[config.mk]
export PLATFORM = sky130hd
export DESIGN_NAME = n101_boot_copier
export DESIGN_NICKNAME = d
export VERILOG_FILES = /design/src/rtl/n101_boot_copier.sv
export SDC_FILE = /design/constraint.sdc
export NUM_CORES = 1
export LEC_CHECK = 0
export ABC_AREA = 1
export BUFFER_PORTS_ARGS = -buffer_cell sky130_fd_sc_hd__clkbuf_2
export CORE_MARGIN = 1
export CORE_UTILIZATION = 43
export CTS_BUF_LIST = sky130_fd_sc_hd__clkbuf_8
export CTS_CLUSTER_SIZE = 20
export DETAILED_ROUTE_END_ITERATION = 7
export GPL_ROUTABILITY_DRIVEN = 0
export PLACE_DENSITY = 0.93
export SYNTH_ARGS = -nofsm -noshare
export SYNTH_HDL_FRONTEND = slang
export SYNTH_SLANG_ARGS = --single-unit
[constraint.sdc]
create_clock -name clk -period 3.27 [get_ports clk]
set_input_delay 0.327 -clock clk [delete_from_list [all_inputs] [get_ports clk]]
set_output_delay 0.327 -clock clk [all_outputs]
set_load 0.02 [all_outputs]
[src/rtl/n101_boot_copier.sv]
// n101_boot_copier: copies WORDS words out of a mask ROM into a destination write bus.
// ROM word i is written to byte address DST_BASE + 4*i. Only one write is
// outstanding at a time. If a write response carries an error, the copy stops
// and the sticky err flag is set.
//
// Ports
//   clk, rst_n        clock, asynchronous active-low reset
//   start             one-cycle copy request; honoured only when idle
//   busy, done, err   copy in progress / one-cycle end pulse / sticky abort flag
//   rom_addr          ROM word index (equal to the internal word counter)
//   rom_dout          ROM data, combinational from rom_addr
//   cmd_*             destination write command (valid/ready handshake)
//   rsp_*             destination write response (valid/ready handshake)
module n101_boot_copier #(
   parameter int unsigned AW       = 12,
   parameter int unsigned DW       = 32,
   parameter int unsigned WORDS    = 1024,
   parameter logic [31:0] DST_BASE = 32'h8000_0000
) (
   input  logic            clk,
   input  logic            rst_n,
   input  logic            start,
   output logic            busy,
   output logic            done,
   output logic            err,
   output logic [AW-3:0]   rom_addr,
   input  logic [DW-1:0]   rom_dout,
   output logic            cmd_valid,
   input  logic            cmd_ready,
   output logic [31:0]     cmd_addr,
   output logic [DW-1:0]   cmd_wdata,
   output logic [DW/8-1:0] cmd_wmask,
   input  logic            rsp_valid,
   input  logic            rsp_err,
   output logic            rsp_ready
);

   localparam int unsigned IW = AW - 2;
   localparam logic [IW-1:0] LastIdx = IW'(WORDS - 1);

   typedef enum logic [1:0] {StIdle, StCmd, StRsp, StFin} state_e;

   state_e        state_q;
   logic [IW-1:0] idx_q;
   logic          err_q;
   logic          busy_q;
   logic          done_q;
   logic          cmd_valid_q;
   logic          rsp_ready_q;

   // Single state register; handshake outputs are registered alongside the
   // state so they are glitch-free and drop asynchronously on reset.
   always_ff @(posedge clk or negedge rst_n) begin
      if (!rst_n) begin
         state_q     <= StIdle;
         idx_q       <= '0;
         err_q       <= 1'b0;
         busy_q      <= 1'b0;
         done_q      <= 1'b0;
         cmd_valid_q <= 1'b0;
         rsp_ready_q <= 1'b0;
      end else begin
         done_q <= 1'b0;
         unique case (state_q)
            StIdle: begin
               if (start) begin
                  err_q       <= 1'b0;
                  idx_q       <= '0;
                  busy_q      <= 1'b1;
                  cmd_valid_q <= 1'b1;
                  state_q     <= StCmd;
               end
            end
            StCmd: begin
               if (cmd_ready) begin
                  cmd_valid_q <= 1'b0;
                  rsp_ready_q <= 1'b1;
                  state_q     <= StRsp;
               end
            end
            StRsp: begin
               if (rsp_valid) begin
                  rsp_ready_q <= 1'b0;
                  if (rsp_err || (idx_q == LastIdx)) begin
                     // Abort or last word: leave through FIN, never wrap idx.
                     err_q   <= err_q | rsp_err;
                     busy_q  <= 1'b0;
                     done_q  <= 1'b1;
                     state_q <= StFin;
                  end else begin
                     idx_q       <= idx_q + 1'b1;
                     cmd_valid_q <= 1'b1;
                     state_q     <= StCmd;
                  end
               end
            end
            StFin: begin
               state_q <= StIdle;
            end
            default: begin
               state_q     <= StIdle;
               busy_q      <= 1'b0;
               cmd_valid_q <= 1'b0;
               rsp_ready_q <= 1'b0;
            end
         endcase
      end
   end

   assign busy      = busy_q;
   assign done      = done_q;
   assign err       = err_q;
   assign cmd_valid = cmd_valid_q;
   assign rsp_ready = rsp_ready_q;
   assign rom_addr  = idx_q;
   assign cmd_wdata = rom_dout;
   assign cmd_wmask = '1;
   // Carry out of bit 31 is dropped, so the address wraps modulo 2^32.
   assign cmd_addr  = DST_BASE + {{(32 - AW){1'b0}}, idx_q, 2'b00};

endmodule
# Yosys cells after proc, flatten, opt, wreduce, memory -nomap -nowiden
# Index checks and enable logic that the tools add are counted.
# word_totals
inputBits,38
ff_bits,17
out_inout_bits,83
# classes
addsub,2
n_bitwise,1
n_eq_ne,9
n_mux,27
n_reduce_logical,10
# ops
op,count
$add 32x12->32 const A,1
$mux 10,3
$pmux 10 s2,1
$mux 1,14
$add 10x1->10 const B,1
$eq 10x10->1 const B,1
$ne 2x2->1 const B,5
$mux 2,4
$pmux 2 s4,1
$reduce_and 4->1,2
$pmux 1 s2,3
$reduce_and 3->1,2
$reduce_and 5->1,1
$eq 2x2->1 const B,2
$reduce_bool 2->1,2
$pmux 1 s3,1
$reduce_bool 3->1,1
$eq 2x1->1 const B,1
$logic_not 2->1,1
$logic_or 1x1->1,1
$or 1x1->1,1

# Depth between registers and ports, before layout
# Gate-level depths: netlist of the first run.
# logic_depth
word_depth,5
depth_mapped,10
ltp_nobuf,9

# Least setup slack after synthesis of the first run
# Ideal clock, no wire load.
# synth_timing
path_kind,register to register
startpoint,"register idx_q[0], in the netlist rom_addr[0]"
endpoint,"register idx_q[5], in the netlist rom_addr[5]"
path_buffers,1
path_stages_with_launch,10
arrival_time_ns,1.505
slack_ns,1.644
cell_sequence,dfrtp_1 ha_1 nand2_2 nor2_4 nand3_2 nand2_2 nand2_4 nand2_4 buf_8 o21ai_1
# synth_via
elab_chain_cells,4
elab_cells_between_ends,8
cone_classes,1 x add/sub; 2 x eq/ne; 3 x mux; 2 x reduce/logical
# synth_lines
element,line_no,rtl
"start, declared",44,logic [IW-1:0] idx_q;
"start signal, assigned",91,idx_q <= idx_q + 1'b1;
$add 10x1->10 or $eq 10x10->1 (tied branches),"91, 84",
$mux 10 or $logic_or 1x1->1 (tied branches),84,if (rsp_err || (idx_q == LastIdx)) begin
$mux 10 or $ne 2x2->1 (tied branches),--,
$pmux 10 s2 or $reduce_and 4->1 (tied branches),--,
# Several ways; a longest one is shown, not always the timed one. The select of a mux whose other input is x is not followed.
# A chain may end at the register's enable or synchronous reset.

# Worst setup path after layout of the first run
# Ends and elaborated chain as after synthesis.

==> flow_summary.yaml, run 1 <==
status:
  run_status: "finished, violations left"
  failed_checks: "negative hold slack"
detailed_routing:
  drtPass1Iterations: 4
  drt-wirelength-per-cell_um: 10.05
  detail-route-antenna-nets: 0
  drcViolationCount: 0
  dr_total_vias: 981
  drt_first_iter_violations: 61
  viasPerCell: 4.341
  wirelength_um: 2271
setup_path:
  worst_setup_path_start_kind: "flip-flop"
  path_class: "reg -> reg"
  critical_path.top_delay_family: "simple AND/OR/NAND/NOR gates"
  path_cells: "ha_1, nand2_2, nor2_4, nand3_2, nand2_2, nand2_4, nand2_4, nand2_1, o21ai_1"
  critical_path_required_ps: 3450
  cp.arrival_ps: 1830
  worstPathMaxFanout: 18
  critPathMaxStageDelay_ps: 470
  cp-end-kind: "flip-flop"
  crit_buf_inv: 0
  cp_slowest_cell: "sky130_fd_sc_hd__dfrtp_1"
pwr:
  net-switching-power_uw: 334.0
  power_share_of_the_sequential_group: 0.391
  power.clock.fraction: 0.205
  pwr_density_cell_nw_per_um2: 582.5
  cellInternalPower_uw: 425.5
  pwr-share-comb: 0.404
  power.leakage_uw: 0.0007230
  max-vdd-ir-drop_v: 0.0001879
  switching_share: 0.4398
clocking:
  holdBufCountCts: 0
  cts_sinks: 17
  cts.root.buffer_cell: "sky130_fd_sc_hd__clkbuf_8"
  ctsLongestPathBuffers: 2
  insertion_delay_ps: 250
  clock_transition_at_path_regs_ps: 70
  cts_setup_buffers: 0
  cts-resized-gates: 0
  h-tree-depth: 1
  cts_tree: "done"
  cts_made_buffers: 3
synth:
  synthSimpleGateAreaFrac: 0.2565
  synthMostInstantiatedCell: "sky130_fd_sc_hd__buf_4"
  syn-cell-area_um2: 1488
  post-synth-top-area-cell: "sky130_fd_sc_hd__buf_4"
  synthTopCellsByArea: "sky130_fd_sc_hd__buf_4 (34%), sky130_fd_sc_hd__dfrtp_1 (29%), sky130_fd_sc_hd__nand2_1 (8.8%), sky130_fd_sc_hd__nand3_1 (4.4%), sky130_fd_sc_hd__nand2_2 (3.4%)"
  yosys-top-cells-count: "sky130_fd_sc_hd__buf_4 (68), sky130_fd_sc_hd__nand2_1 (35), sky130_fd_sc_hd__dfrtp_1 (17)"
  synth_cell_types: 21
  synth.avg_cell_area_um2: 7.708
  synth_xor_xnor_area_share: 0
  syn-instance-count: 193
  multiplexer_area_fraction_after_synthesis: 0
  synth_enable_flop_cells: 0
  synth_top_family_by_area: "buffers and inverters"
  synth_compound_gate_area_share: 0.06056
  synth_largest_type_area_fraction: 0.3431
  sequential_element_share_of_the_synthesized_area: 0.2860
  synth-seq-cells: 17
  dominantRegCellSynth: "sky130_fd_sc_hd__dfrtp_1"
  yosysWarningCount: 0
  synth-adder-area-share: 0.008410
  ys_async_rst_share: 1.000
floorplan:
  die_width_um: 60.82
  design.die.area_um2: 3699
  floorplan.die.height_um: 60.82
  std_cell_rows: 20
  core-area_um2: 3178
  start_util: 0.4681
  io_pins: 121
timing:
  slew_viol_final: 0
  finalSetupTns_ps: 0
  setup_repair_after_global_routing_missed_its_margin: "no"
  finalWorstSetupSlack_ps: 1616
  final.min_clock_period_ps: 1654
  clock.fmax_ghz: 0.6047
  final.setup_skew_ps: 1.310
  worst_hold_slack_ps: -0.7113
  setup_violations: 0
  timing.final.crit_share: 0.5057
  total_count_of_hold_check_failures_in_the_final_report: 11
cells_and_area:
  post_layout_nonfiller_instances: 226
  final_util: 0.4102
  flow.area_growth_from_synthesis_pct: -12.36
  insertedDiodeCount: 0
  nets: 222
  final_layout_size_suffix_gt1_frac: 0.2912
  layout.cell_area.non_filler_um2: 1304
grt:
  global_route.overflow_total: 0
  largest_net_degree_at_the_start_of_global_routing: 19
  global_route_usage_sum: 0.1306
  grt_pass1_wl_um: 3574
  antenna_found_initial: 0
  vias_in_the_first_global_route: 831
placement:
  io_buffer_count: 30
  dp_cell_count: 222
  post_dp_cell_area_um2: 1257
  preCtsSetupSlack_ps: 1633
  dp_hpwl_um: 1728
hold_path:
  hold_path_class: "in -> async"
job:
  max_cap_viol_count: 0
==> through the flow <==
| step | power (µW) | hold slack [ps] |
|---|---|---|
| global placement | 603.7 | 282.3 |
| floorplan | 634.2 | 31.41 |
| global route | 815.6 | 10.09 |
| CTS | 766.9 | 4.259 |
| detailed placement | 609.4 | 277.3 |
| finish | 759.5 | -0.7113 |
==> power groups by stage <==
stage	clock [µW]	sequential [µW]	combinational [µW]
after detailed placement	0	302	307
final	156	297	307
after floorplan	0	334	300
after global placement	0	298	306
after global routing	167	306	343
after CTS	159	299	309
==> cell usage in the layout (no fill, tap or decap) <==
master                      n
sky130_fd_sc_hd__dfrtp_1   17
sky130_fd_sc_hd__clkbuf_2  30
sky130_fd_sc_hd__inv_2      2
sky130_fd_sc_hd__o21ai_0    4
sky130_fd_sc_hd__nor2_1    11
sky130_fd_sc_hd__or2_2      3
sky130_fd_sc_hd__a21oi_1    2
sky130_fd_sc_hd__o21ai_1    6
sky130_fd_sc_hd__conb_1    26
sky130_fd_sc_hd__clkinv_2   1
sky130_fd_sc_hd__inv_1     10
sky130_fd_sc_hd__nand3_1   13
sky130_fd_sc_hd__nor2_4     2
sky130_fd_sc_hd__nand2_4    2
sky130_fd_sc_hd__clkbuf_8   3
sky130_fd_sc_hd__nand2_2    8
sky130_fd_sc_hd__o21bai_1   1
sky130_fd_sc_hd__ha_1       1
sky130_fd_sc_hd__nand3_2    1
sky130_fd_sc_hd__nand2_1   35
sky130_fd_sc_hd__a21o_1     3
sky130_fd_sc_hd__nor2_8     1
==> routing by layer <==
layer | share of wire | track usage
met5 | 0 | 0
met4 | 0.030 | 0.1104
met3 | 0.062 | 0.01706
met2 | 0.49 | 0.2135
met1 | 0.42 | 0.1510
==> sequential cells by signal (all words and copies together) (netlist names) <==
register	cells
rom_addr	10
state_q	2
busy	1
cmd_valid	1
done	1
err	1
rsp_ready	1
==> worst paths after layout <==
check                                   startpoint                       to  slack, ps  cells past startpoint
setup reg to reg           rom_addr[0]$_DFFE_PN0P_  rom_addr[5]$_DFFE_PN0P_       1620                      9
hold reg to reg              cmd_valid$_DFFE_PN0P_    cmd_valid$_DFFE_PN0P_        480                      2
max in group asynchronous                    rst_n   state_q[1]$_DFFE_PN0P_       2980                      1
min in group clk                             start          err$_DFFE_PN0P_        270                      2
setup / recovery           rom_addr[0]$_DFFE_PN0P_  rom_addr[5]$_DFFE_PN0P_       1620                      9
hold / removal                               rst_n  rom_addr[9]$_DFFE_PN0P_       -0.7                      1
==> logic make-up (layout without fill, tap and decap cells) <==
logic type,Yosys count,after routing
flip-flops,17,17
adder cells (fa/ha/maj),1,1
other,2,26
AO/OA/AOI/OAI,16,16
AND/OR/NAND/NOR,76,76
buffers and inverters,81,46
==> cell type report <==
type                       instances  area, µm²
clock inverter                     1      5.005
clock buffer                       3      41.29
fill                             337       1874
sequential                        17      425.4
tap                               44      55.05
multi-input combinational        119      581.8
timing repair buffer              30      150.1
inverter                          12      45.04
Power figures use the tool's default switching activity.
==> run 2: changes to the inputs <==
--- a/config.mk
+++ b/config.mk
@@ -8,12 +8,12 @@
 export ABC_AREA = 1
 export BUFFER_PORTS_ARGS = -buffer_cell sky130_fd_sc_hd__clkbuf_2
 export CORE_MARGIN = 1
-export CORE_UTILIZATION = 43
+export CORE_UTILIZATION = 36
 export CTS_BUF_LIST = sky130_fd_sc_hd__clkbuf_8
 export CTS_CLUSTER_SIZE = 20
 export DETAILED_ROUTE_END_ITERATION = 7
 export GPL_ROUTABILITY_DRIVEN = 0
-export PLACE_DENSITY = 0.93
+export PLACE_DENSITY = 0.84
 export SYNTH_ARGS = -nofsm -noshare
 export SYNTH_HDL_FRONTEND = slang
 export SYNTH_SLANG_ARGS = --single-unit
==> constraint.sdc (replaced) <==
create_clock -name clk -period 1.37 [get_ports clk]
set_input_delay 0.137 -clock clk [delete_from_list [all_inputs] [get_ports clk]]
set_output_delay 0.137 -clock clk [all_outputs]
set_load 0.02 [all_outputs]
==> flow_summary.yaml, run 2 (synthesis results as in run 1) <==
floorplan:
  die_width_um: 66.29
  floorplan.die.height_um: 66.29
  std_cell_rows: 23
  core-area_um2: 3971
  design.die.area_um2: 4394
  io_pins: 121
  start_util: 0.3746
detailed_routing:
  wirelength_um: 2694
  drt_first_iter_violations: 29
  viasPerCell: 4.458
  drtPass1Iterations: 4
  dr_total_vias: 1110
  drcViolationCount: 0
  drt-wirelength-per-cell_um: 10.82
  detail-route-antenna-nets: 0
timing:
  setup_repair_after_global_routing_missed_its_margin: "yes"
  total_count_of_hold_check_failures_in_the_final_report: 0
  final.setup_skew_ps: 1.195
  final.min_clock_period_ps: 1384
  clock.fmax_ghz: 0.7224
  finalWorstSetupSlack_ps: -14.32
  slew_viol_final: 0
  setup_violations: 6
  timing.final.crit_share: 1.010
  finalSetupTns_ps: -37.98
cells_and_area:
  layout.cells.most_common_list: "sky130_fd_sc_hd__nand2_1 (31), sky130_fd_sc_hd__clkbuf_2 (30), sky130_fd_sc_hd__conb_1 (26)"
  final_layout_size_suffix_gt1_frac: 0.3970
  flow.area_growth_from_synthesis_pct: 2.692
  final_util: 0.3847
  insertedDiodeCount: 0
  nets: 239
  mostFrequentLayoutCell: "sky130_fd_sc_hd__nand2_1"
  number_of_flip_flops_in_the_largest_register: 10
  post_layout_nonfiller_instances: 249
setup_path:
  path_class: "reg -> reg"
  path_cells: "ha_4, nand2_4, nor2_4, nand3_2, nand2_4, nand2_8, nand2_4, nand2_1, o21ai_1"
  worst_setup_path_start_kind: "flip-flop"
  cp.arrival_ps: 1560
  critPathMaxStageDelay_ps: 390
  crit_buf_inv: 0
  cp-end-kind: "flip-flop"
  cp_slowest_cell: "sky130_fd_sc_hd__dfrtp_2"
  worstPathMaxFanout: 5
  critical_path_required_ps: 1550
  cpMostUsedCell: "sky130_fd_sc_hd__nand2_4"
  critical_path.top_delay_family: "simple AND/OR/NAND/NOR gates"
clocking:
  insertion_delay_ps: 250
  cts_tree: "done"
  cts.root.buffer_cell: "sky130_fd_sc_hd__clkbuf_8"
  h-tree-depth: 1
  clock_transition_at_path_regs_ps: 70
  cts_sinks: 17
  cts_made_buffers: 3
  ctsLongestPathBuffers: 2
pwr:
  max-vdd-ir-drop_v: 0.0008484
  power.leakage_uw: 0.0008291
  total_power_uw: 2047
  pwr_density_cell_nw_per_um2: 1340
grt:
  global_route_usage_sum: 0.1170
  antenna_found_initial: 0
  global_route.overflow_total: 0
  grt_pass1_wl_um: 3870
  largest_net_degree_at_the_start_of_global_routing: 19
  vias_in_the_first_global_route: 859
status:
  run_status: "finished, violations left"
  failed_checks: "negative setup slack"
placement:
  dp_hpwl_um: 1971
  io_buffer_count: 30
  dp_cell_count: 241
  preCtsSetupSlack_ps: -12.54
hold_path:
  hold_path_class: "in -> reg"
job:
  max_cap_viol_count: 0
==> run 2: cell types whose count changed in the layout (fill, tap and decap cells not counted), sizes merged <==
cell | previous run | this run
nand2 | 45 | 47
clkinv | 1 | 0
inv | 12 | 13
buf | 0 | 14
dlygate4sd3 | 0 | 1
==> run 2: layout make-up <==
cell class / instances / area, µm²
clock buffer: 3 / 41.29
timing repair buffer: 45 / 265.3
sequential: 17 / 427.9
multi-input combinational: 121 / 681.9
clock inverter: 1 / 3.754
fill: 411 / 2444
tap: 50 / 62.56
inverter: 12 / 45.04
==> run 2: what timing repair did <==
| item | in CTS | in global routing |
|---|---|---|
| hold buffers | 1 | 0 |
| hold endpoints to repair | 17 | 0 |
| pin swaps | 0 | 9 |
| resized for setup | 1 | 14 |
| setup buffers | 0 | 1 |
| cloned | 0 | 2 |
| setup endpoints to repair | 7 | 12 |
==> run 2: power breakdown <==
group          switching [µW]  total [µW]  leakage [µW]  internal [µW]
registers                92.9         702      0.000220            609
clock network             171         370     0.0000269            199
logic                     670         975      0.000582            305
total                     934        2050      0.000829           1110
==> run 2: final timing paths <==
path                                               from                 endpoint  slack (ps)  cells after the start
worst max-delay path            rom_addr[1]$_DFFE_PN0P_  rom_addr[2]$_DFFE_PN0P_         -10                      9
worst min-delay path                              start          err$_DFFE_PN0P_          90                      2
worst max register to register  rom_addr[1]$_DFFE_PN0P_  rom_addr[2]$_DFFE_PN0P_         -10                      9
worst min register to register    cmd_valid$_DFFE_PN0P_    cmd_valid$_DFFE_PN0P_         490                      2
max in group asynchronous                         rst_n  rom_addr[0]$_DFFE_PN0P_         680                      2
min in group asynchronous                         rst_n  rom_addr[8]$_DFFE_PN0P_         360                      2
==> run 2: routing by layer <==
layer | track usage | part of all wire
met1 | 0.1379 | 0.41
met2 | 0.1735 | 0.47
met5 | 0 | 0
met4 | 0.09043 | 0.051
met3 | 0.03793 | 0.073
==> run 2: stage by stage <==
step | hold WS [ps] | cell area [µm²]
after floorplan | -158.6 | 1598
after global placement | 91.73 | 1383
after detailed placement | 103.0 | 1383
after CTS | 82.15 | 1446
after global routing | 93.63 | 1528
final | 86.91 | 1528
